===== config.mk =====
export PLATFORM = sky130hd
export DESIGN_NAME = adc_sequencer_flat
export DESIGN_NICKNAME = d
export VERILOG_FILES = /design/src/rtl/adc_seq_pkg.sv /design/src/rtl/adc_sequencer_if.sv /design/src/rtl/adc_seq_pick.sv /design/src/rtl/adc_sequencer.sv /design/src/flat_wrapper.sv
export SDC_FILE = /design/constraint.sdc
export NUM_CORES = 1
export LEC_CHECK = 0
export BUFFER_PORTS_ARGS = -buffer_cell sky130_fd_sc_hd__clkbuf_2
export CAP_MARGIN = 20
export CORE_ASPECT_RATIO = 1.1
export CORE_UTILIZATION = 61
export CTS_CLUSTER_DIAMETER = 40
export DETAILED_ROUTE_END_ITERATION = 8
export PLACE_DENSITY = 0.81
export REMOVE_ABC_BUFFERS = 1
export SLEW_MARGIN = 20
export SYNTH_ARGS = -nofsm -noshare
export SYNTH_HDL_FRONTEND = slang
export SYNTH_HIERARCHICAL = 1
export SYNTH_SLANG_ARGS = --single-unit

===== constraint.sdc =====
create_clock -name wb_clk_i -period 9.45 [get_ports wb_clk_i]
set_clock_uncertainty 0.05 [all_clocks]
set_input_delay 0.4725 -clock wb_clk_i [delete_from_list [all_inputs] [get_ports wb_clk_i]]
set_output_delay 0.4725 -clock wb_clk_i [all_outputs]
set_load 0.02 [all_outputs]

===== src/rtl/adc_seq_pkg.sv =====
// Shared definitions for the ADC channel sequencer: FSM encoding,
// register map and register bit positions.
package adc_seq_pkg;

   typedef enum logic [2:0] {
      ST_IDLE,
      ST_SELECT,
      ST_SETTLE,
      ST_CONVERT,
      ST_WAIT,
      ST_EMIT
   } state_t;

   localparam logic [15:0] ADR_CTRL   = 16'd0;
   localparam logic [15:0] ADR_EN_LO  = 16'd1;
   localparam logic [15:0] ADR_EN_HI  = 16'd2;
   localparam logic [15:0] ADR_SETTLE = 16'd3;
   localparam logic [15:0] ADR_STATUS = 16'd4;
   localparam logic [15:0] ADR_SWEEPS = 16'd5;

   localparam int CTRL_RUN     = 0;
   localparam int CTRL_TRIG    = 1;
   localparam int STAT_BUSY    = 0;
   localparam int STAT_TIMEOUT = 1;
   localparam int STAT_CH_LSB  = 8;

endpackage


===== src/rtl/adc_sequencer_if.sv =====
// Wishbone slave port plus ADC macro handshake and result stream of the sequencer.
interface adc_sequencer_if;
   logic        wb_cyc_i;
   logic        wb_stb_i;
   logic        wb_we_i;
   logic [15:0] wb_adr_i;
   logic [15:0] wb_dat_i;
   logic [15:0] wb_dat_o;
   logic        wb_ack_o;
   logic [4:0]  adc_chnum;
   logic        adc_start;
   logic        adc_done;
   logic [11:0] adc_data;
   logic        adc_strb;
   logic [4:0]  adc_channel;
   logic [11:0] adc_result;

   modport slave (
      input  wb_cyc_i, wb_stb_i, wb_we_i, wb_adr_i, wb_dat_i, adc_done, adc_data,
      output wb_dat_o, wb_ack_o, adc_chnum, adc_start, adc_strb, adc_channel, adc_result
   );

   modport master (
      output wb_cyc_i, wb_stb_i, wb_we_i, wb_adr_i, wb_dat_i, adc_done, adc_data,
      input  wb_dat_o, wb_ack_o, adc_chnum, adc_start, adc_strb, adc_channel, adc_result
   );
endinterface


===== src/rtl/adc_seq_pick.sv =====
// Rotated priority encoder: first enabled channel at or after the pointer,
// wrapping 31 -> 0; wrapped flags that the search went past channel 31.
module adc_seq_pick
   import adc_seq_pkg::*;
(
   input  logic [31:0] i_mask,
   input  logic [4:0]  i_ptr,
   output logic [4:0]  o_chan,
   output logic        o_valid,
   output logic        o_wrapped
);

   logic [31:0] w_rot;
   logic [4:0]  w_off;

   generate
      for (genvar gi = 0; gi < 32; gi++) begin : g_rot
         assign w_rot[gi] = i_mask[i_ptr + 5'(gi)];
      end
   endgenerate

   always_comb begin
      w_off = '0;
      for (int k = 31; k >= 0; k--) begin
         if (w_rot[k]) w_off = 5'(k);
      end
   end

   assign o_valid   = |i_mask;
   assign o_chan    = i_ptr + w_off;
   assign o_wrapped = o_valid && (o_chan < i_ptr);

endmodule


===== src/rtl/adc_sequencer.sv =====
// Sweeps the monitor ADC over the enabled channels and streams results,
// with a Wishbone register file for run control, masks, settle time and status.
module adc_sequencer
   import adc_seq_pkg::*;
#(
   parameter logic [15:0] SETTLE_DEFAULT = 16'd50,
   parameter logic [15:0] TIMEOUT        = 16'd1000
) (
   input  logic            wb_clk_i,
   input  logic            wb_rst_i,
   input  logic            soft_reset,
   adc_sequencer_if.slave  bus
);

   state_t      r_state, w_state_next;
   logic        r_run, r_trig, r_tmo, r_skip, r_ack;
   logic [15:0] r_en_lo, r_en_hi, r_settle, r_sweeps, r_cnt, r_dat;
   logic [4:0]  r_ptr, r_chan;
   logic [11:0] r_result;

   logic        w_req, w_wr, w_busy, w_timeout, w_sweep_done, w_trig_set;
   logic        w_pick_valid, w_pick_wrapped;
   logic [4:0]  w_pick_ptr, w_pick_chan;
   logic [15:0] w_rd_data;

   assign w_req      = bus.wb_cyc_i && bus.wb_stb_i && !r_ack;
   assign w_wr       = w_req && bus.wb_we_i;
   assign w_busy     = (r_state != ST_IDLE);
   assign w_timeout  = (r_state == ST_WAIT) && !bus.adc_done && (r_cnt == TIMEOUT);
   assign w_trig_set = w_wr && (bus.wb_adr_i == ADR_CTRL) && bus.wb_dat_i[CTRL_TRIG];

   // In EMIT the encoder looks ahead from channel+1 to decide if the sweep is over.
   assign w_pick_ptr   = (r_state == ST_EMIT) ? r_chan + 5'd1 : r_ptr;
   assign w_sweep_done = !w_pick_valid || w_pick_wrapped || (r_chan == 5'd31);

   adc_seq_pick u_pick (
      .i_mask    ({r_en_hi, r_en_lo}),
      .i_ptr     (w_pick_ptr),
      .o_chan    (w_pick_chan),
      .o_valid   (w_pick_valid),
      .o_wrapped (w_pick_wrapped)
   );

   always_ff @(posedge wb_clk_i or posedge wb_rst_i) begin
      if (wb_rst_i) r_state <= ST_IDLE;
      else          r_state <= w_state_next;
   end

   always_comb begin
      w_state_next = r_state;
      case (r_state)
         ST_IDLE:    if ((r_run || r_trig) && w_pick_valid) w_state_next = ST_SELECT;
         ST_SELECT:  w_state_next = w_pick_valid ? ST_SETTLE : ST_IDLE;
         ST_SETTLE:  if (r_cnt <= 16'd1) w_state_next = ST_CONVERT;
         ST_CONVERT: w_state_next = ST_WAIT;
         ST_WAIT:    if (bus.adc_done || w_timeout) w_state_next = ST_EMIT;
         ST_EMIT:    w_state_next = (r_run || (r_trig && !w_sweep_done)) ? ST_SELECT : ST_IDLE;
         default:    w_state_next = ST_IDLE;
      endcase
      if (soft_reset) w_state_next = ST_IDLE;
   end

   always_comb begin
      bus.adc_start = 1'b0;
      bus.adc_strb  = 1'b0;
      bus.adc_chnum = r_chan;
      case (r_state)
         ST_SELECT:  bus.adc_chnum = w_pick_chan;
         ST_CONVERT: bus.adc_start = 1'b1;
         ST_EMIT:    bus.adc_strb  = !r_skip;
         default:    ;
      endcase
   end

   assign bus.adc_channel = r_chan;
   assign bus.adc_result  = r_result;
   assign bus.wb_ack_o    = r_ack;
   assign bus.wb_dat_o    = r_dat;

   always_comb begin
      w_rd_data = '0;
      case (bus.wb_adr_i)
         ADR_CTRL:   w_rd_data = {14'd0, r_trig, r_run};
         ADR_EN_LO:  w_rd_data = r_en_lo;
         ADR_EN_HI:  w_rd_data = r_en_hi;
         ADR_SETTLE: w_rd_data = r_settle;
         ADR_STATUS: w_rd_data = {3'd0, r_chan, 6'd0, r_tmo, w_busy};
         ADR_SWEEPS: w_rd_data = r_sweeps;
         default:    w_rd_data = '0;
      endcase
   end

   always_ff @(posedge wb_clk_i or posedge wb_rst_i) begin
      if (wb_rst_i) begin
         r_ack    <= 1'b0;
         r_dat    <= '0;
         r_run    <= 1'b0;
         r_trig   <= 1'b0;
         r_en_lo  <= 16'hFFFF;
         r_en_hi  <= 16'hFFFF;
         r_settle <= SETTLE_DEFAULT;
         r_tmo    <= 1'b0;
         r_skip   <= 1'b0;
         r_sweeps <= '0;
         r_cnt    <= '0;
         r_ptr    <= '0;
         r_chan   <= '0;
         r_result <= '0;
      end else begin
         r_ack <= w_req;
         r_dat <= (w_req && !bus.wb_we_i) ? w_rd_data : 16'd0;

         // A fresh TRIG write in the same cycle beats the end-of-sweep clear.
         if (r_state == ST_EMIT && w_sweep_done && !soft_reset && !w_trig_set) r_trig <= 1'b0;
         if (w_wr) begin
            case (bus.wb_adr_i)
               ADR_CTRL: begin
                  r_run <= bus.wb_dat_i[CTRL_RUN];
                  if (bus.wb_dat_i[CTRL_TRIG]) r_trig <= 1'b1;
               end
               ADR_EN_LO:  r_en_lo  <= bus.wb_dat_i;
               ADR_EN_HI:  r_en_hi  <= bus.wb_dat_i;
               ADR_SETTLE: r_settle <= bus.wb_dat_i;
               default:    ;
            endcase
         end

         if (soft_reset) begin
            r_ptr  <= '0;
            r_tmo  <= 1'b0;
            r_skip <= 1'b0;
         end else begin
            if (w_wr && bus.wb_adr_i == ADR_STATUS) r_tmo <= 1'b0;
            case (r_state)
               ST_SELECT: begin
                  if (w_pick_valid) r_chan <= w_pick_chan;
                  r_cnt <= (r_settle == 16'd0) ? 16'd1 : r_settle;
               end
               ST_SETTLE:  r_cnt <= r_cnt - 16'd1;
               ST_CONVERT: begin
                  r_cnt  <= '0;
                  r_skip <= 1'b0;
               end
               ST_WAIT: begin
                  r_cnt <= r_cnt + 16'd1;
                  if (bus.adc_done) begin
                     r_result <= bus.adc_data;
                  end else if (w_timeout) begin
                     r_tmo  <= 1'b1;
                     r_skip <= 1'b1;
                  end
               end
               ST_EMIT: begin
                  r_ptr <= r_chan + 5'd1;
                  if (w_sweep_done) r_sweeps <= r_sweeps + 16'd1;
               end
               default: ;
            endcase
         end
      end
   end

endmodule


===== src/flat_wrapper.sv =====
// flat-port wrapper written by rule: the top's interface ports become plain ports
module adc_sequencer_flat import adc_seq_pkg::*;
#(
   parameter logic [15:0] SETTLE_DEFAULT = 16'd50,
   parameter logic [15:0] TIMEOUT        = 16'd1000
)
  (wb_clk_i, wb_rst_i, soft_reset, bus_wb_cyc_i, bus_wb_stb_i, bus_wb_we_i, bus_wb_adr_i, bus_wb_dat_i, bus_adc_done, bus_adc_data, bus_wb_dat_o, bus_wb_ack_o, bus_adc_chnum, bus_adc_start, bus_adc_strb, bus_adc_channel, bus_adc_result);
  adc_sequencer_if bus_i ();
  input  logic wb_clk_i;
  input  logic wb_rst_i;
  input  logic soft_reset;
  input wire logic [$bits(bus_i.wb_cyc_i)-1:0] bus_wb_cyc_i;
  input wire logic [$bits(bus_i.wb_stb_i)-1:0] bus_wb_stb_i;
  input wire logic [$bits(bus_i.wb_we_i)-1:0] bus_wb_we_i;
  input wire logic [$bits(bus_i.wb_adr_i)-1:0] bus_wb_adr_i;
  input wire logic [$bits(bus_i.wb_dat_i)-1:0] bus_wb_dat_i;
  input wire logic [$bits(bus_i.adc_done)-1:0] bus_adc_done;
  input wire logic [$bits(bus_i.adc_data)-1:0] bus_adc_data;
  output wire logic [$bits(bus_i.wb_dat_o)-1:0] bus_wb_dat_o;
  output wire logic [$bits(bus_i.wb_ack_o)-1:0] bus_wb_ack_o;
  output wire logic [$bits(bus_i.adc_chnum)-1:0] bus_adc_chnum;
  output wire logic [$bits(bus_i.adc_start)-1:0] bus_adc_start;
  output wire logic [$bits(bus_i.adc_strb)-1:0] bus_adc_strb;
  output wire logic [$bits(bus_i.adc_channel)-1:0] bus_adc_channel;
  output wire logic [$bits(bus_i.adc_result)-1:0] bus_adc_result;
  assign bus_i.wb_cyc_i = bus_wb_cyc_i;
  assign bus_i.wb_stb_i = bus_wb_stb_i;
  assign bus_i.wb_we_i = bus_wb_we_i;
  assign bus_i.wb_adr_i = bus_wb_adr_i;
  assign bus_i.wb_dat_i = bus_wb_dat_i;
  assign bus_i.adc_done = bus_adc_done;
  assign bus_i.adc_data = bus_adc_data;
  assign bus_wb_dat_o = bus_i.wb_dat_o;
  assign bus_wb_ack_o = bus_i.wb_ack_o;
  assign bus_adc_chnum = bus_i.adc_chnum;
  assign bus_adc_start = bus_i.adc_start;
  assign bus_adc_strb = bus_i.adc_strb;
  assign bus_adc_channel = bus_i.adc_channel;
  assign bus_adc_result = bus_i.adc_result;
  adc_sequencer #(.SETTLE_DEFAULT(SETTLE_DEFAULT), .TIMEOUT(TIMEOUT)) u_core (.wb_clk_i(wb_clk_i), .wb_rst_i(wb_rst_i), .soft_reset(soft_reset), .bus(bus_i));
endmodule

**Yosys cells after proc, flatten, opt, wreduce, memory -nomap -nowiden**

Index checks and enable logic that the tools add are counted.

- Bitwise logic cells: 1
- Add/subtract/negate cells: 36
- Reduce and logical (&&, ||, !) cells: 45
- Eq/ne operators: 17
- Order comparisons: 34
- Muxes and demuxes: 125

Operators by type and width:

| kind | count |
|---|---|
| less-than comparator 5 x 6 -> 1 bit (second input constant) | 32 |
| two-way mux 5 bit | 35 |
| binary-select mux 1 bit (select 5 bit) | 32 |
| case mux 16 bit (6 select lines) | 1 |
| adder 5 bit (second input constant) | 16 |
| case mux 16 bit (4 select lines) | 1 |
| two-way mux 1 bit | 47 |
| adder 5 x 4 -> 5 bit (second input constant) | 8 |
| adder 16 x 1 -> 16 bit (second input constant) | 2 |
| equality test 16 x 2 -> 1 bit (second input constant) | 2 |
| equality test 16 x 3 -> 1 bit (second input constant) | 2 |
| zero test 16 bit | 2 |
| two-way mux 16 bit | 2 |
| OR reduction 32 bit | 1 |
| adder 5 x 3 -> 5 bit (second input constant) | 4 |
| case mux 3 bit (6 select lines) | 1 |
| equality test 16 x 1 -> 1 bit (second input constant) | 1 |
| equality test 16 x 10 -> 1 bit (second input constant) | 1 |
| <= comparator 16 x 1 -> 1 bit (second input constant) | 1 |
| subtractor 16 x 1 -> 16 bit (second input constant) | 1 |
| logical AND 1 bit | 15 |
| AND reduction 3 bit | 5 |
| two-way mux 3 bit | 4 |
| adder 5 x 1 -> 5 bit (second input constant) | 2 |
| other kinds (18) | 40 |

- Word-level logic and storage cells: 273
- Flip-flop bits (word level): 126
- Output and inout port bits: 41
- Input bits: 51

**Longest topological paths before layout**

Gate-level depths: netlist of the first run.

- Word-level depth: 49
- Depth in mapped cells: 36
- Gate-level depth less buffers: 28

**By module**

The synthesis of the first run kept the hierarchy.

By module, submodules not included:

| module | area each (um^2) | cells an instance | times used | sequential area each (um^2) |
|---|---|---|---|---|
| adc_sequencer | 6739.0 | 641 | 1 | 3196.8 |
| adc_seq_pick | 3593.4 | 340 | 1 | 0.0 |

**Worst setup path before layout of the first run**

No wires, ideal clock.

- Path kind: register to register
- Start point: reg u_core.r_state[1]
- End point: reg u_core.r_sweeps[11]
- Path buffers: 7
- Arrival time: 7.664 ns
- Setup time: 0.123 ns
- Path slack: 1.613 ns
- Required time: 9.277 ns
- Cell stages (with the launch flop): 35
- Period minus slack after synthesis: 7.837 ns
- Cell sequence: dfrtp_1 -> clkbuf_1 -> nand3b_1 -> clkbuf_1 -> mux2_2 -> clkbuf_1 -> buf_1 -> inv_1 -> ha_1 -> buf_2 -> buf_2 -> mux4_2 -> nand2_1 -> nand2_1 -> mux4_2 -> nand2_1 -> a21oi_1 -> a2111oi_0 -> and2_1 -> a211oi_1 -> ha_1 -> fa_1 -> a21o_1 -> a21oi_1 -> xnor2_1 -> xnor2_1 -> ha_1 -> o21ai_0 -> and3b_1 -> nor3b_1 -> or3_1 -> clkbuf_1 -> nor3_1 -> nand4_1 -> xnor2_1

- Cells in the longest elaborated chain, start to end: 43
- Elaborated cells on any way between the ends: 135
- Those cells by class: add/sub: 32; order compare: 1; eq/ne: 1; mux: 97; reduce/logical: 4

Ends and longest elaborated chain:

| item | RTL line | text |
|---|---|---|
| start, declared | adc_sequencer.sv:15 | `state_t r_state, w_state_next;` |
| start signal, assigned | adc_sequencer.sv:46 | `else r_state <= w_state_next;` |
| equality test 3 bit * | adc_sequencer.sv:33 | `assign w_pick_ptr = (r_state == ST_EMIT) ? r_chan + 5'd1 : r_ptr;` |
| two-way mux 5 bit * | adc_sequencer.sv:33 |  |
| named net u_core.w_pick_ptr[1] | adc_sequencer.sv:23 | `logic [4:0] w_pick_ptr, w_pick_chan;` |
| adder 5 bit | adc_seq_pick.sv:18 | `assign w_rot[gi] = i_mask[i_ptr + 5'(gi)];` |
| binary-select mux 1 bit (select 5 bit) | adc_seq_pick.sv:18 |  |
| two-way mux 1 bit (implied by the code) | adc_seq_pick.sv:18 |  |
| two-way mux 5 bit (32 in series) | adc_seq_pick.sv:25 | `if (w_rot[k]) w_off = 5'(k);` |
| adder 5 bit * | adc_seq_pick.sv:30 | `assign o_chan = i_ptr + w_off;` |
| named net u_core.w_pick_chan[4] | adc_sequencer.sv:23 |  |
| less-than comparator 5 bit * | adc_seq_pick.sv:31 | `assign o_wrapped = o_valid && (o_chan < i_ptr);` |
| logical AND 1 bit * | adc_seq_pick.sv:31 |  |
| named net u_core.w_pick_wrapped | adc_sequencer.sv:22 | `logic w_pick_valid, w_pick_wrapped;` |
| logical OR 1 bit * (2 in series) | adc_sequencer.sv:34 | `assign w_sweep_done = !w_pick_valid \|\| w_pick_wrapped \|\| (r_chan == 5'd31);` |
| AND reduction 3 bit (no line) * | n/a |  |
| end signal, assigned | adc_sequencer.sv:155 | `if (w_sweep_done) r_sweeps <= r_sweeps + 16'd1;` |
| end, declared | adc_sequencer.sv:17 | `logic [15:0] r_en_lo, r_en_hi, r_settle, r_sweeps, r_cnt, r_dat;` |

The timed path passes the listed nets; every way through them passes the cells marked *. The select of a mux whose other input is x is not followed.
A chain may end at the register's enable or synchronous reset.

**Worst setup path after layout of the first run**

- Start point: reg u_core.r_state[2]
- End point: reg u_core.r_sweeps[15]

Same word-level chain as after synthesis.

==> results of run 1 <==
-- cell families after synthesis --
kind of cell               count (synthesis)
and+or+nand+nor                          299
xor gates and xnor gates                  57
adders and majority gates                 29
AOI/OAI and AO/OA                        162
muxes                                    227
buffers and inverters                     81
DFF                                      126
-- synthesized netlist by cell type (5+ instances only) --
| library cell | count | area (sq um) |
|---|---|---|
| dfrtp_1 | 91 | 2277 |
| mux2_2 | 88 | 991.0 |
| nand2_1 | 79 | 296.5 |
| mux4_2 | 67 | 1509 |
| mux2i_1 | 58 | 580.6 |
| nor2_1 | 52 | 195.2 |
| a21oi_1 | 48 | 240.2 |
| xnor2_1 | 44 | 385.4 |
| clkbuf_1 | 42 | 157.7 |
| dfstp_2 | 35 | 919.6 |
| o21ai_0 | 30 | 150.1 |
| ha_1 | 28 | 350.3 |
| nor4_1 | 25 | 156.4 |
| nor3_1 | 22 | 110.1 |
| nand3_1 | 21 | 105.1 |
| nor2b_1 | 17 | 106.4 |
| inv_1 | 16 | 60.06 |
| nand4_1 | 14 | 87.58 |
| a22oi_1 | 13 | 97.59 |
| nand2b_1 | 11 | 68.82 |
| xor2_1 | 11 | 96.34 |
| mux2_4 | 10 | 150.1 |
| buf_1 | 9 | 33.78 |
| buf_2 | 8 | 40.04 |
| nor3b_1 | 8 | 60.06 |
| and2_1 | 7 | 43.79 |
| and3_1 | 7 | 43.79 |
| o21a_1 | 7 | 52.55 |
| a31oi_1 | 6 | 37.54 |
| a211oi_1 | 5 | 37.54 |
| nand3b_1 | 5 | 37.54 |
| o22a_1 | 5 | 43.79 |
| or2_2 | 5 | 31.28 |
-- layer usage --
layer | part of all wire | track usage
met5 | 0 | 0
met4 | 0.055 | 0.1985
met3 | 0.084 | 0.06540
met2 | 0.49 | 0.5981
met1 | 0.37 | 0.4396
-- cell usage in the layout, fill, tap and decap left out, types with 24 or more instances in the layout --
| cell | instances |
|---|---|
| a21oi_1 | 48 |
| dfstp_2 | 35 |
| mux2_2 | 88 |
| mux2i_1 | 58 |
| xnor2_1 | 44 |
| mux4_2 | 67 |
| nor2_1 | 52 |
| ha_1 | 28 |
| o21ai_0 | 27 |
| clkbuf_2 | 91 |
| nand2_1 | 79 |
| nor4_1 | 24 |
| dfrtp_1 | 91 |
-- registers in the layout, summed over array words and instances, names as in the netlist --
register and cells:
u_core/r_sweeps 16, u_core/bus.adc_channel 5, u_core/r_ptr 5, u_core/bus.wb_ack_o 1
u_core/r_en_lo 16, u_core/r_en_hi 16, u_core/r_trig 1, u_core/bus.wb_dat_o 16
u_core/r_skip 1, u_core/r_cnt 16, u_core/bus.adc_result 12, u_core/r_settle 16
u_core/r_state 3, u_core/r_run 1, u_core/r_tmo 1
-- final cells by class --
| cell class | count | share of cell area |
|---|---|---|
| multi-input cells | 774 | 0.5956 |
| flip-flops and latches | 126 | 0.2792 |
| repair buffers | 99 | 0.04502 |
| clock buffers | 17 | 0.03715 |
| well taps | 204 | 0.02229 |
| clock inverters | 15 | 0.01464 |
| inverters | 18 | 0.006119 |
-- worst min path at each step --
| stage | slack (ns) | depth (start not counted) | to |
|---|---|---|---|
| after floorplan | 0.40 | 1 | u_core/r_sweeps[15] |
| after global placement | 0.42 | 1 | u_core/r_sweeps[15] |
| after detailed placement | 0.43 | 1 | u_core/r_sweeps[15] |
| after CTS | 0.21 | 2 | u_core/bus.adc_result[11] |
| after global routing | 0.21 | 2 | u_core/bus.adc_result[2] |
| final | 0.19 | 2 | u_core/bus.wb_dat_o[0] |
-- critical path, stage by stage, from the launching register on --
cell and delay, ns:
dfrtp_1 0.76, nand3b_1 0.58, nand2_1 0.30, o21ai_4 0.08, buf_4 0.37, ha_1 0.38, xnor2_1 0.74, mux4_2 0.61
mux2i_1 0.26, a21oi_1 0.11, a2111oi_0 0.35, and2_1 0.18, a211oi_1 0.09, ha_1 0.24, fa_1 0.42, a21o_1 0.17
a21oi_1 0.16, xnor2_1 0.10, xnor2_1 0.30, ha_1 0.28, o21ai_0 0.06, and3b_1 0.17, nor3b_1 0.10, or3_1 0.43
nor3_1 0.59, nand3_1 0.21, xnor2_1 0.16
-- power breakdown --
group / leakage [nW] / internal [mW] / total (mW) / switching (mW)
logic: 2.96 / 0.0342 / 0.0923 / 0.0581
clock network: 0.286 / 0.376 / 0.655 / 0.280
registers: 1.59 / 0.553 / 0.578 / 0.0249
total: 4.84 / 0.963 / 1.33 / 0.363
==> results.py, run 1 <==
metrics = {
    "synth": {
        "post_synth_inst_count": 981,
        "synthArstFlopShare": 1.000,
        "synthMuxAreaShare": 0.3181,
        "ys.flop_type": "dfrtp_1",
        "ys_types": 76,
        "synth_fa_ha_area_frac": 0.03584,
        "synth_edf_count": 0,
        "synth_compound_area_frac": 0.1034,
        "synth-seq-area-share": 0.3094,
        "synth_top_family_by_area": "multiplexers",
        "synth-seq-cells": 126,
        "syn_avg_cell_area_sq_um": 10.53,
        "synth_simple_gate_area_frac": 0.1512,
        "synthXorXnorAreaFrac": 0.04977,
        "synth_warnings": 6,
        "synth_area_sq_mm": 0.01033,
    },
    "placed_design": {
        "dpl.hpwl_microns": 21840,
        "dpl.cell_count": 1221,
        "dp_slack_ns": 1.241,
        "placed_area_sq_mm": 0.01085,
        "io_buffer_count": 91,
        "place_congestion": 0.9860,
    },
    "detailed_routing": {
        "detail-route-antenna-nets": 0,
        "drtIter0Drc": 874,
        "vias_per_cell": 7.196,
        "drc": 0,
        "wl_per_cell_microns": 24.34,
        "num_vias": 9016,
        "routed_wl_microns": 30500,
        "dr.pass1.iters": 7,
    },
    "worst_setup_path": {
        "endpoint": "u_core/r_sweeps[15]",
        "cp.required_ns": 9.72,
        "r2r_start": "u_core/r_state[2]",
        "worstSetupPathType": "reg -> reg",
        "worstRegToRegCells": 26,
        "r2r_end": "u_core/r_sweeps[15]",
        "startpoint": "u_core/r_state[2]",
        "start_kind": "flop",
        "cp_max_fo": 53,
        "cp.arrival_ns": 8.66,
        "cp-end-kind": "flop",
        "rrSetupSlack_ns": 1.06,
    },
    "sta": {
        "relSlewSlack": 0.2850,
        "setup_ws_ns": 1.064,
        "grt_setup_unrepaired": "no",
        "period_share": 0.8874,
        "hold_ws_ns": 0.1910,
        "tightest_slew_ns": 1.072,
        "setup-tns-final_ns": 0,
        "fmax_mhz": 119.3,
        "hold_viol_final": 0,
        "min_period_ns": 8.386,
        "setup_viol": 0,
        "slew_viol_final": 0,
    },
    "run": {
        "cap_viol_max_count": 0,
    },
    "clock_tree": {
        "clock-sinks": 126,
        "numCtsBuffers": 17,
        "cts_setup_buffers": 0,
        "htree_levels": 4,
        "clkTransAtPathRegs_ns": 0.07,
        "clk_latency_ns": 0.43,
        "cts_resized": 0,
        "clk_path_buf_depth": 2,
        "clockRootBuffer": "clkbuf_16",
        "cts_hold_buf": 0,
        "cts_tree": "done",
    },
    "cells_and_area": {
        "stdcell_area_sq_mm": 0.01145,
        "multi_input_area_sq_mm": 0.006820,
        "syn_to_final_growth_pct": 10.83,
        "diodes": 0,
        "register_area_sq_mm": 0.003197,
        "post_route_cells_drive_above_1_share": 0.3346,
        "final_cells": 1253,
        "final_util": 0.6969,
        "fillers": 1230,
        "final_nets": 1116,
    },
    "grt": {
        "grt_overflow": 0,
        "grt_max_degree": 75,
        "antenna_found_initial": 0,
        "grt_util_all_layers": 0.3583,
        "grt_pass1_wl_microns": 47840,
        "grt_pass1_vias": 8656,
    },
    "min_path": {
        "worstHoldPathType": "in -> async",
    },
    "floorplan": {
        "die_w_microns": 126.1,
        "core-area_sq_mm": 0.01643,
        "io_pins": 92,
        "row_count": 49,
        "dieArea_sq_mm": 0.01746,
        "die_h_microns": 138.5,
        "start_util": 0.6288,
    },
    "pwr": {
        "leakagePower_nw": 4.838,
        "power_mw": 1.326,
        "peakVddDrop_uv": 145.6,
        "power_density_mw_per_mm2": 115.8,
    },
    "outcome": {
        "status": "completed",
    },
}
Note: power is estimated with default switching activity, not from simulation.
==> inputs of run 2 (changes only) <==
--- a/config.mk
+++ b/config.mk
@@ -6,7 +6,7 @@
 export NUM_CORES = 1
 export LEC_CHECK = 0
 export BUFFER_PORTS_ARGS = -buffer_cell sky130_fd_sc_hd__clkbuf_2
-export CAP_MARGIN = 20
+export CAP_MARGIN = 0
 export CORE_ASPECT_RATIO = 1.1
 export CORE_UTILIZATION = 61
 export CTS_CLUSTER_DIAMETER = 40
==> constraint.sdc (replaced) <==
create_clock -name wb_clk_i -period 8.1 [get_ports wb_clk_i]
set_clock_uncertainty 0.05 [all_clocks]
set_input_delay 0.405 -clock wb_clk_i [delete_from_list [all_inputs] [get_ports wb_clk_i]]
set_output_delay 0.405 -clock wb_clk_i [all_outputs]
set_load 0.02 [all_outputs]
==> run 2 against run 1 <==
  * Count of clock-buffer cells in the layout up 2
  * Combinational power is 16% higher
  * Total power is 18% higher
  * Sequential share of layout area shrank 0.21 points
  * Fmax rose by 10%
  * Via count shrank 0.68%
  * Utilization grew 0.53 points
  * Critical path type unchanged
  * Largest power group unchanged
==> results.py, run 2 (same netlist as run 1, synthesis figures left out) <==
metrics = {
    "clock_tree": {
        "clk_latency_ns": 0.43,
        "clock-sinks": 126,
        "clkTransAtPathRegs_ns": 0.06,
        "numCtsBuffers": 17,
        "htree_levels": 4,
        "cts_hold_buf": 0,
        "cts_tree": "done",
        "clockRootBuffer": "clkbuf_16",
        "cts_resized": 0,
        "clk_path_buf_depth": 2,
        "cts_setup_buffers": 0,
    },
    "floorplan": {
        "die_w_microns": 126.1,
        "io_pins": 92,
        "die_h_microns": 138.5,
        "start_util": 0.6288,
        "core-area_sq_mm": 0.01643,
        "dieArea_sq_mm": 0.01746,
        "row_count": 49,
    },
    "sta": {
        "hold_ws_ns": 0.1157,
        "hold_viol_final": 0,
        "grt_setup_unrepaired": "no",
        "setup-tns-final_ns": 0,
        "setup_viol": 0,
        "slew_viol_final": 0,
        "tightest_slew_ns": 1.079,
        "relSlewSlack": 0.2741,
        "min_period_ns": 7.595,
        "fmax_mhz": 131.7,
        "period_share": 0.9376,
    },
    "cells_and_area": {
        "diodes": 0,
        "syn_to_final_growth_pct": 11.66,
        "post_route_cells_drive_above_1_share": 0.3393,
        "final_cells": 1262,
        "fillers": 1204,
        "layout_common_cells": "clkbuf_2 (91), dfrtp_1 (91), mux2_2 (88)",
        "final_nets": 1125,
    },
    "worst_setup_path": {
        "cp.required_ns": 8.36,
        "r2r_start": "u_core/bus.adc_channel[0]",
        "rrSetupSlack_ns": 0.51,
        "max_stage_delay_ns": 0.66,
        "cp.arrival_ns": 7.85,
        "cp-end-kind": "flop",
        "r2r_end": "u_core/r_sweeps[8]",
        "worstRegToRegCells": 26,
        "cp_max_fo": 20,
        "worstSetupPathType": "reg -> reg",
        "start_kind": "flop",
        "slowest_stage": "nor3_1",
    },
    "detailed_routing": {
        "routed_wl_microns": 30940,
        "wl_per_cell_microns": 24.52,
        "vias_per_cell": 7.096,
        "dr.pass1.iters": 5,
        "drc": 0,
        "detail-route-antenna-nets": 0,
        "num_vias": 8955,
        "drtIter0Drc": 966,
    },
    "grt": {
        "antenna_found_initial": 0,
        "grt_util_all_layers": 0.3652,
        "grt_pass1_wl_microns": 48890,
        "grt_pass1_vias": 9048,
        "grt_max_degree": 74,
        "grt_overflow": 0,
    },
    "pwr": {
        "power_density_mw_per_mm2": 135.5,
        "leakagePower_nw": 4.890,
        "peakVddDrop_uv": 149.2,
        "power_mw": 1.563,
    },
    "placed_design": {
        "io_buffer_count": 91,
        "place_congestion": 1.004,
        "dpl.cell_count": 1230,
        "dpl.hpwl_microns": 22380,
    },
    "run": {
        "cap_viol_max_count": 0,
    },
    "outcome": {
        "status": "completed",
    },
    "min_path": {
        "worstHoldPathType": "in -> async",
    },
}
==> run 2: metal layers <==
layer / wire length, microns / global-route usage / vias to the layer above
li1: - / - / 3852
met1: 11260 / 0.4285 / 4382
met2: 15440 / 0.6214 / 575
met3: 2435 / 0.06463 / 146
met4: 1800 / 0.2270 / 0
met5: 0 / 0 / -
==> run 2: layout make-up <==
| class | instances | area (sq um) | share of cell area |
|---|---|---|---|
| multi-input cells | 774 | 6814 | 0.5906 |
| flip-flops and latches | 126 | 3197 | 0.2771 |
| repair buffers | 108 | 595.6 | 0.05162 |
| clock buffers | 19 | 452.9 | 0.03926 |
| well taps | 204 | 255.2 | 0.02212 |
| clock inverters | 13 | 152.6 | 0.01323 |
| inverters | 18 | 70.07 | 0.006073 |
==> run 2: worst max path at each step <==
stage / from / end / slack, ns / cells after the start
after floorplan: u_core/r_state[2] / u_core/r_sweeps[11] / -4.40 / 27
after global placement: u_core/bus.adc_channel[0] / u_core/r_sweeps[8] / 0.87 / 26
after detailed placement: u_core/r_state[1] / u_core/r_sweeps[11] / 0.72 / 27
after CTS: u_core/r_state[1] / u_core/r_sweeps[8] / 0.66 / 27
after global routing: u_core/bus.adc_channel[0] / u_core/r_sweeps[11] / 0.15 / 27
final: u_core/bus.adc_channel[0] / u_core/r_sweeps[8] / 0.51 / 26
==> run 2: stage by stage <==
step           area (sq um)  utilization  setup WS (ns)
2_1_floorplan         10070            -         -4.397
3_5_place_dp          10930       0.6653         0.7191
6_report              11540       0.7022         0.5051
4_1_cts               11540       0.7022         0.6597
3_3_place_gp          10930       0.6653         0.8741
5_1_grt               11540       0.7022         0.1479
==> run 2: power by group <==
group          internal (mW)  total, mW  leakage [nW]  switching [mW]
Combinational         0.0397      0.107          3.01          0.0674
Clock                  0.476      0.783         0.293           0.307
Sequential             0.646      0.673          1.59          0.0277
==> run 2: worst max-delay path, delay by kind of cell (launching register included) <==
family / cells / cell delay [ns]
xor+xnor: 4 / 0.98
mux: 3 / 1.54
fa+ha+maj: 4 / 1.13
simple gates: 9 / 2.23
compound gates: 5 / 0.95
flops: 1 / 0.47
buf+inv: 1 / 0.08
==> inputs of run 3 (changes only) <==
--- a/config.mk
+++ b/config.mk
@@ -11,7 +11,7 @@
 export CORE_UTILIZATION = 61
 export CTS_CLUSTER_DIAMETER = 40
 export DETAILED_ROUTE_END_ITERATION = 8
-export PLACE_DENSITY = 0.81
+export PLACE_DENSITY = 0.86
 export REMOVE_ABC_BUFFERS = 1
 export SLEW_MARGIN = 20
 export SYNTH_ARGS = -nofsm -noshare
==> run 3 against run 2 <==
  * Register-to-register slack got worse by 0.11 ns
  * Die area did not move
  * The flow now finishes with violations (hold timing)
  * Fmax shrank 1.4%
  * Largest cell class unchanged
  * Sequential power about the same
==> results.py, run 3 (same netlist as run 1, synthesis figures left out) <==
metrics = {
    "grt": {
        "grt_use_met3": 0.08824,
        "grt_most_used_layer": "met2",
        "grt_pass1_wl_microns": 50130,
        "grt_use_met2": 0.6124,
        "use_met1": 0.4395,
        "grt_util_all_layers": 0.3698,
        "grt_overflow": 0,
        "grt_pass1_vias": 9295,
        "antenna_found_initial": 0,
        "grt_max_degree": 80,
    },
    "outcome": {
        "status": "finished with violations",
        "violations": "hold timing",
    },
    "placed_design": {
        "dp_slack_ns": 0.5493,
        "dpl.hpwl_microns": 22260,
        "io_buffer_count": 91,
        "placed_area_sq_mm": 0.01093,
        "dpl.cell_count": 1230,
        "place_congestion": 1.007,
    },
    "cells_and_area": {
        "layout_common_cells": "clkbuf_2 (91), dfrtp_1 (91), mux2_2 (88)",
        "stdcell_area_sq_mm": 0.01155,
        "multi_input_area_sq_mm": 0.006840,
        "syn_to_final_growth_pct": 11.81,
        "final_nets": 1126,
        "final_cells": 1263,
        "fillers": 1144,
        "post_route_cells_drive_above_1_share": 0.3418,
        "register_area_sq_mm": 0.003197,
        "diodes": 0,
    },
    "sta": {
        "grt_setup_unrepaired": "no",
        "setup-tns-final_ns": 0,
        "relSlewSlack": 0.2788,
        "setup_viol": 0,
        "period_share": 0.9506,
        "fmax_mhz": 129.9,
        "tightest_slew_ns": 1.079,
        "slew_viol_final": 0,
        "hold_viol_final": 24,
        "hold_ws_ns": -0.008408,
        "setup_ws_ns": 0.3999,
        "min_period_ns": 7.700,
    },
    "clock_tree": {
        "clk_latency_ns": 0.42,
        "cts_tree": "done",
        "numCtsBuffers": 17,
        "clk_path_buf_depth": 2,
        "htree_levels": 4,
        "clkTransAtPathRegs_ns": 0.06,
        "clock-sinks": 126,
        "clockRootBuffer": "clkbuf_16",
        "cts_hold_buf": 0,
    },
    "pwr": {
        "internal-power_mw": 1.142,
        "switching_power_mw": 0.3911,
        "power_density_mw_per_mm2": 132.7,
        "seq_power_share": 0.440,
        "power_mw": 1.533,
        "peakVddDrop_uv": 136.5,
        "clockPowerShare": 0.488,
        "switching_share": 0.2552,
        "pwr-share-comb": 0.072,
        "leakagePower_nw": 4.900,
    },
    "min_path": {
        "worstHoldPathType": "in -> async",
    },
    "floorplan": {
        "die_h_microns": 138.5,
        "start_util": 0.6288,
        "row_count": 49,
        "die_w_microns": 126.1,
        "core-area_sq_mm": 0.01643,
        "io_pins": 92,
        "dieArea_sq_mm": 0.01746,
    },
    "worst_setup_path": {
        "cp.buffers_inverters": 1,
        "cp_common_cell": "xnor2_1",
        "cp_top_family": "simple AND/OR/NAND/NOR gates",
        "slowest_stage": "mux4_2",
        "cp.arrival_ns": 7.96,
        "cp.required_ns": 8.36,
        "worstSetupPathType": "reg -> reg",
        "start_kind": "flop",
        "worstRegToRegCells": 26,
        "cp_num_cells": 26,
        "cp_max_fo": 25,
        "max_stage_delay_ns": 0.63,
        "cp-end-kind": "flop",
    },
    "detailed_routing": {
        "routed_wl_microns": 31430,
        "drtIter0Drc": 1125,
        "drc": 0,
        "num_vias": 9209,
        "wl_per_cell_microns": 24.88,
        "dr.pass1.iters": 6,
        "detail-route-antenna-nets": 0,
        "vias_per_cell": 7.291,
    },
    "run": {
        "cap_viol_max_count": 0,
    },
}
[run 3: cell types whose count changed in the layout (fill, tap and decap cells not counted), sizes merged]
cell    delta
clkinv     +2
buf        +1
inv        -2
[run 3: layout make-up]
type,count,share of cell area
multi-input combinational,774,0.5921
sequential,126,0.2767
timing repair buffer,109,0.05318
clock buffer,19,0.03747
tap,204,0.02209
clock inverter,13,0.01235
inverter,18,0.006065
[run 3: worst reg2reg max path, delay by kind of cell (launching register included)]
kind | cells | cell delay [ns]
flops | 1 | 0.39
mux | 3 | 1.30
simple gates | 9 | 2.37
fa+ha+maj | 4 | 1.27
buf+inv | 1 | 0.39
xor+xnor | 4 | 1.02
compound gates | 5 | 0.78
[run 3: per-layer routing]
metal,vias up,routed length [microns]
met1,4410,10800
met2,745,15280
li1,3861,-
met5,-,0
met4,0,2038
met3,193,3315
[run 3: final timing paths]
check                                   start                        to  slack, ns
max in group asynchronous            wb_rst_i        u_core/r_en_lo[12]       6.91
max reg2reg                 u_core/r_state[1]        u_core/r_sweeps[8]       0.40
max                         u_core/r_state[1]        u_core/r_sweeps[8]       0.40
min                                  wb_rst_i       u_core/bus.wb_ack_o     -0.008
min in group wb_clk_i         bus_adc_data[9]  u_core/bus.adc_result[9]       0.17
min reg2reg                u_core/r_sweeps[8]        u_core/r_sweeps[8]       0.45
[run 3: power groups by stage]
| stage | clock [mW] | combinational (mW) | sequential, mW |
|---|---|---|---|
| 2_1_floorplan | 0 | 0.0575 | 0.682 |
| 3_3_place_gp | 0 | 0.103 | 0.682 |
| 3_5_place_dp | 0 | 0.107 | 0.683 |
| 4_1_cts | 0.751 | 0.108 | 0.673 |
| 5_1_grt | 0.777 | 0.121 | 0.676 |
| 6_report | 0.747 | 0.110 | 0.675 |
[run 3: metrics by stage]
stage / utilization / hold slack (ns)
after global routing: 0.7031 / 0.05045
final: 0.7031 / -0.008408
after detailed placement: 0.6649 / 0.4358
after CTS: 0.7000 / 0.008002
after global placement: 0.6646 / 0.4207
after floorplan: - / 0.3952
[run 3: timing repair]
item | 4_1_cts | 5_1_grt
buffers inserted | 0 | 0
setup endpoints to repair | 0 | 3
endpoints found under the hold margin | 0 | 0
gates resized for setup | 0 | 4
